**src/rtl/guess_game_controller.sv**
```systemverilog
// Number-guessing game controller.
// The player presses start to draw a secret from a free-running 4-bit seed,
// then submits guesses on the switches. Each guess gets a too-low, too-high or
// correct code. A miss shows its code for a fixed FEEDBACK period before the
// next guess is accepted. Running out of attempts ends the round in LOSE.
// Every output is a flop, so no input reaches an output combinationally.
module guess_game_controller #(
    parameter logic [3:0]  MAX_GUESSES     = 4'd7,
    parameter logic [15:0] FEEDBACK_CYCLES = 16'd50000
) (
    input  logic       clk,
    input  logic       reset,
    input  logic       start,
    input  logic       submit,
    input  logic [3:0] switches,
    output logic [2:0] state,
    output logic [3:0] guess,
    output logic [3:0] remaining_guesses,
    output logic [3:0] secret_out
);

    typedef enum logic [2:0] {
        ST_WAIT     = 3'b000,
        ST_GUESSING = 3'b001,
        ST_FEEDBACK = 3'b010,
        ST_WIN      = 3'b011,
        ST_LOSE     = 3'b100
    } state_t;

    localparam logic [3:0] CODE_LOW     = 4'b0000;
    localparam logic [3:0] CODE_HIGH    = 4'b0001;
    localparam logic [3:0] CODE_CORRECT = 4'b0010;
    localparam logic [3:0] CODE_NONE    = 4'b1111;

    state_t      state_q, state_d;
    logic [3:0]  guess_q, guess_d;
    logic [3:0]  remaining_q, remaining_d;
    logic [3:0]  secret_out_q, secret_out_d;
    logic [3:0]  secret_q, secret_d;
    logic [3:0]  seed_q, seed_d;
    logic [15:0] timer_q, timer_d;
    logic        start_prev_q, submit_prev_q;

    logic        start_rise;
    logic        submit_rise;
    logic [3:0]  remaining_dec;

    // Buttons only act on a low-to-high transition, so a held button acts once.
    assign start_rise  = start & ~start_prev_q;
    assign submit_rise = submit & ~submit_prev_q;

    // Saturating decrement; GUESSING is never entered with zero attempts, but
    // the counter still must not wrap if it ever were.
    assign remaining_dec = (remaining_q != 4'd0) ? (remaining_q - 4'd1) : 4'd0;

    // Next-state and next-output logic for the game FSM.
    always_comb begin
        state_d     = state_q;
        guess_d     = guess_q;
        remaining_d = remaining_q;
        secret_d    = secret_q;
        timer_d     = timer_q;
        seed_d      = seed_q + 4'd1;

        case (state_q)
            ST_WAIT: begin
                if (start_rise) begin
                    secret_d    = seed_q;
                    remaining_d = MAX_GUESSES;
                    guess_d     = CODE_NONE;
                    state_d     = ST_GUESSING;
                end
            end
            ST_GUESSING: begin
                if (submit_rise) begin
                    if (switches == secret_q) begin
                        guess_d = CODE_CORRECT;
                        state_d = ST_WIN;
                    end else begin
                        guess_d     = (switches < secret_q) ? CODE_LOW : CODE_HIGH;
                        remaining_d = remaining_dec;
                        if (remaining_dec == 4'd0) begin
                            state_d = ST_LOSE;
                        end else begin
                            state_d = ST_FEEDBACK;
                            timer_d = FEEDBACK_CYCLES - 16'd1;
                        end
                    end
                end
            end
            ST_FEEDBACK: begin
                // Timer is loaded with N-1 and counts to 0, giving N cycles here.
                if (timer_q == 16'd0) begin
                    state_d = ST_GUESSING;
                end else begin
                    timer_d = timer_q - 16'd1;
                end
            end
            ST_WIN, ST_LOSE: begin
                if (start_rise) begin
                    guess_d     = CODE_NONE;
                    remaining_d = 4'd0;
                    state_d     = ST_WAIT;
                end
            end
            default: begin
                state_d = ST_WAIT;
            end
        endcase

        // The secret is revealed only once the round has ended.
        secret_out_d = ((state_d == ST_WIN) || (state_d == ST_LOSE)) ? secret_d : 4'd0;
    end

    // State, datapath and edge-detect registers with synchronous reset.
    always_ff @(posedge clk) begin
        if (reset) begin
            state_q       <= ST_WAIT;
            guess_q       <= CODE_NONE;
            remaining_q   <= 4'd0;
            secret_out_q  <= 4'd0;
            secret_q      <= 4'd0;
            seed_q        <= 4'd0;
            timer_q       <= 16'd0;
            start_prev_q  <= 1'b0;
            submit_prev_q <= 1'b0;
        end else begin
            state_q       <= state_d;
            guess_q       <= guess_d;
            remaining_q   <= remaining_d;
            secret_out_q  <= secret_out_d;
            secret_q      <= secret_d;
            seed_q        <= seed_d;
            timer_q       <= timer_d;
            start_prev_q  <= start;
            submit_prev_q <= submit;
        end
    end

    assign state             = state_q;
    assign guess             = guess_q;
    assign remaining_guesses = remaining_q;
    assign secret_out        = secret_out_q;

endmodule

```
**config.mk**
```make
export PLATFORM = sky130hd
export DESIGN_NAME = guess_game_controller
export DESIGN_NICKNAME = d
export VERILOG_FILES = /design/src/rtl/guess_game_controller.sv
export SDC_FILE = /design/constraint.sdc
export NUM_CORES = 1
export LEC_CHECK = 0
export CAP_MARGIN = 20
export CORE_ASPECT_RATIO = 0.7
export CORE_UTILIZATION = 45
export DETAILED_ROUTE_END_ITERATION = 8
export PLACE_DENSITY_LB_ADDON = 0.05
export SLEW_MARGIN = 20
export SYNTH_ARGS = -nofsm -noshare
export SYNTH_HDL_FRONTEND = slang
export SYNTH_SLANG_ARGS = --single-unit
```
**constraint.sdc**
```tcl
create_clock -name clk -period 4.08 [get_ports clk]
set_input_delay 0.816 -clock clk [delete_from_list [all_inputs] [get_ports clk]]
set_output_delay 0.816 -clock clk [all_outputs]
set_load 0.005 [all_outputs]
```
==> results_dict.tcl <==
set metrics [dict create \
    hold_viol 0 \
    total_power_uw 915 \
    cts_hold_buf 0 \
    via_per_inst 5.57 \
    tightest_slew_ns 0.741 \
    io_buffers 22 \
    finalWirelength_microns 4230 \
    hold_slack_ns 0.483 \
    drv_slew 0 \
    postSynthCellCount 224 \
    cp_slowest_cell "clkdlybuf4s50_1" \
    post-dp-hpwl_microns 3110 \
    cp_cell_sequence "clkdlybuf4s50_1, inv_1, ha_1, nand4_1, and2_1, a211oi_1, a41oi_1, nor2_1" \
    routedWlPerCell_microns 14.2 \
    cts.repair.resized 0 \
    crit_required_ns 4.30 \
    outcome "finished, final reports clean" \
    overflow 0 \
    drc 0 \
    synthArstFlopShare_pct 0 \
    synth.area.top_cells "dfxtp_1 (40%), nor2_1 (5.5%), ha_1 (3.8%)" \
    cp_max_fo 8 \
    yosysMostFrequentCell "dfxtp_1" \
    cts_setup_buffers 0 \
    grt_max_degree 21 \
    r2r_start "timer_q[11]" \
    synth_top_area_share_pct 40.3 \
    clock-skew-final_ns 0.00355 \
    setup_tns_ns 0 \
    ant_nets 0 \
    h-tree-depth 2 \
    drt-initial-drc-count 54 \
    drtPass1Iterations 4 \
    min-delay-start "seed_q[0]" \
    synth-main-ff-cell "dfxtp_1" \
    timing.fmax_mhz 352 \
    placed_cell_area_sq_um 2230 \
    rsz0062_at_grt "no" \
    syn2layout_area_growth_pct 17.8 \
    yosysTopAreaCell "dfxtp_1" \
    synth_edf_count 0 \
    clk_path_buf_depth 2 \
    ys_types 52 \
    crit_start "switches[0]" \
    critPathKind "primary input to flip-flop" \
    ys_seq_elements 40 \
    clock-sinks 40 \
    leakage_uw 0.000848 \
    drive_above_1_share_pct 7.35 \
    slew_headroom_pct 50.5 \
    clock_latency_ns 0.29 \
    fin_crit_sh_pct 69.6 \
    grt_pass1_vias 1588 \
    vdd_ir_drop_max_v 0.000221 \
    cts_buffers 5 \
    synth_nets 238 \
    syn_area_sq_um 1990 \
    hold_path.class "flip-flop to flip-flop" \
    root_buffer "clkbuf_8" \
    die_h_microns 57.6 \
    start_util_pct 48.8 \
    io_pins 23 \
    crit_path_start_kind "primary input" \
    cts_tree "built" \
    stdcell_area_sq_um 2340 \
    path_clk_slew_ns 0.07 \
    min_period_ns 2.84 \
    rows 19 \
    yosys-top-cells-count "dfxtp_1 (40), nor2_1 (29), a21oi_1 (14)" \
    syn_area_per_cell_sq_um 8.86 \
    fp.coreArea_sq_um 4070 \
    place.gp.congestion 0.829 \
    end_kind "flip-flop" \
    grt_first_pass_wirelength_microns 7170 \
    antenna_found_initial 0 \
    powerDensity_nw_per_um2 391 \
    via_count 1655 \
    maxCapViolCount 0 \
    fillCellCount 385 \
    diodes 0 \
    cp_slowest_stage_delay_ns 0.47 \
    synth_seq_area_share_pct 40.3 \
    layout.nets 258 \
    yosysWarnings 0 \
    die_w_microns 81.4 \
    dieArea_sq_um 4690 \
    cp.arrival_ns 3.06 \
    finalSetupViolations 0 \
    grt.total_usage_pct 20.1 \
]
## sequential cells by signal, indices dropped and copies added, names as in the netlist
name               cells
seed_q                 4
remaining_guesses      4
submit_prev_q          1
state                  3
start_prev_q           1
guess                  3
secret_out             4
secret_q               4
timer_q               16
## final timing paths
check                                endpoint  slack [ns]  cells after the start
worst max-delay path            secret_out[0]        1.24                      8
worst min-delay path                seed_q[0]        0.48                      1
worst max register to register    timer_q[13]        1.76                      5
worst min register to register      seed_q[0]        0.48                      1
## kinds of logic (layout without fill, tap and decap cells)
logic type | count (synthesis) | count (layout) | share of synthesized area (%)
XOR/XNOR | 9 | 9 | 3.97
multiplexers | 7 | 7 | 3.59
AO/OA/AOI/OAI | 52 | 52 | 18.8
adder cells (fa/ha/maj) | 6 | 6 | 3.78
buffers and inverters | 19 | 40 | 4.10
AND/OR/NAND/NOR | 91 | 91 | 25.5
flip-flops | 40 | 40 | 40.3
## through the flow
stage | utilization, % | std cells | worst slack [ns]
floorplan | - | 224 | 1.85
global placement | 54.9 | 289 | 1.03
detailed placement | 54.9 | 289 | 0.983
CTS | 57.5 | 297 | 1.28
global route | 57.5 | 297 | 1.10
finish | 57.5 | 297 | 1.24
## cell usage in the layout (no fill, tap or decap), types with 6 or more instances in the layout
cell	n
dfxtp_1	40
nor2_1	29
clkdlybuf4s50_1	22
a21oi_1	14
nor3_1	10
inv_1	9
nand2_1	9
nor2b_1	8
xnor2_1	8
o21ai_0	8
mux2i_1	6
a211oi_1	6
ha_1	6
## power breakdown
group | switching, uW | internal, uW
Clock | 131 | 181
Combinational | 89.2 | 79.0
Sequential | 24.4 | 410
Total | 245 | 671
## routing by layer
layer / vias to the layer above / track usage, % / share of wire, %
met2: 28 / 30.2 / 45
met4: 0 / 8.16 / 1.3
met1: 770 / 27.1 / 50
met3: 7 / 5.60 / 3.5
li1: 850 / - / -
met5: - / 0 / 0
## worst max-delay path: cells and delay by family
family                   cells  cell delay, ns
AND/OR/NAND/NOR              3            0.73
AO/OA/AOI/OAI                2            0.72
adder cells (fa/ha/maj)      1            0.26
buffers and inverters        2            0.51
## cell type report
| cell class | instances | area (sq um) | area share (%) |
|---|---|---|---|
| Timing Repair Buffer | 23 | 228 | 9.74 |
| Inverter | 9 | 33.8 | 1.44 |
| Tap cell | 52 | 65.1 | 2.78 |
| Multi-Input combinational cell | 165 | 1100 | 47.2 |
| Clock inverter | 2 | 35.0 | 1.50 |
| Sequential cell | 40 | 801 | 34.2 |
| Clock buffer | 6 | 72.6 | 3.10 |
Power figures use the tool's default switching activity.
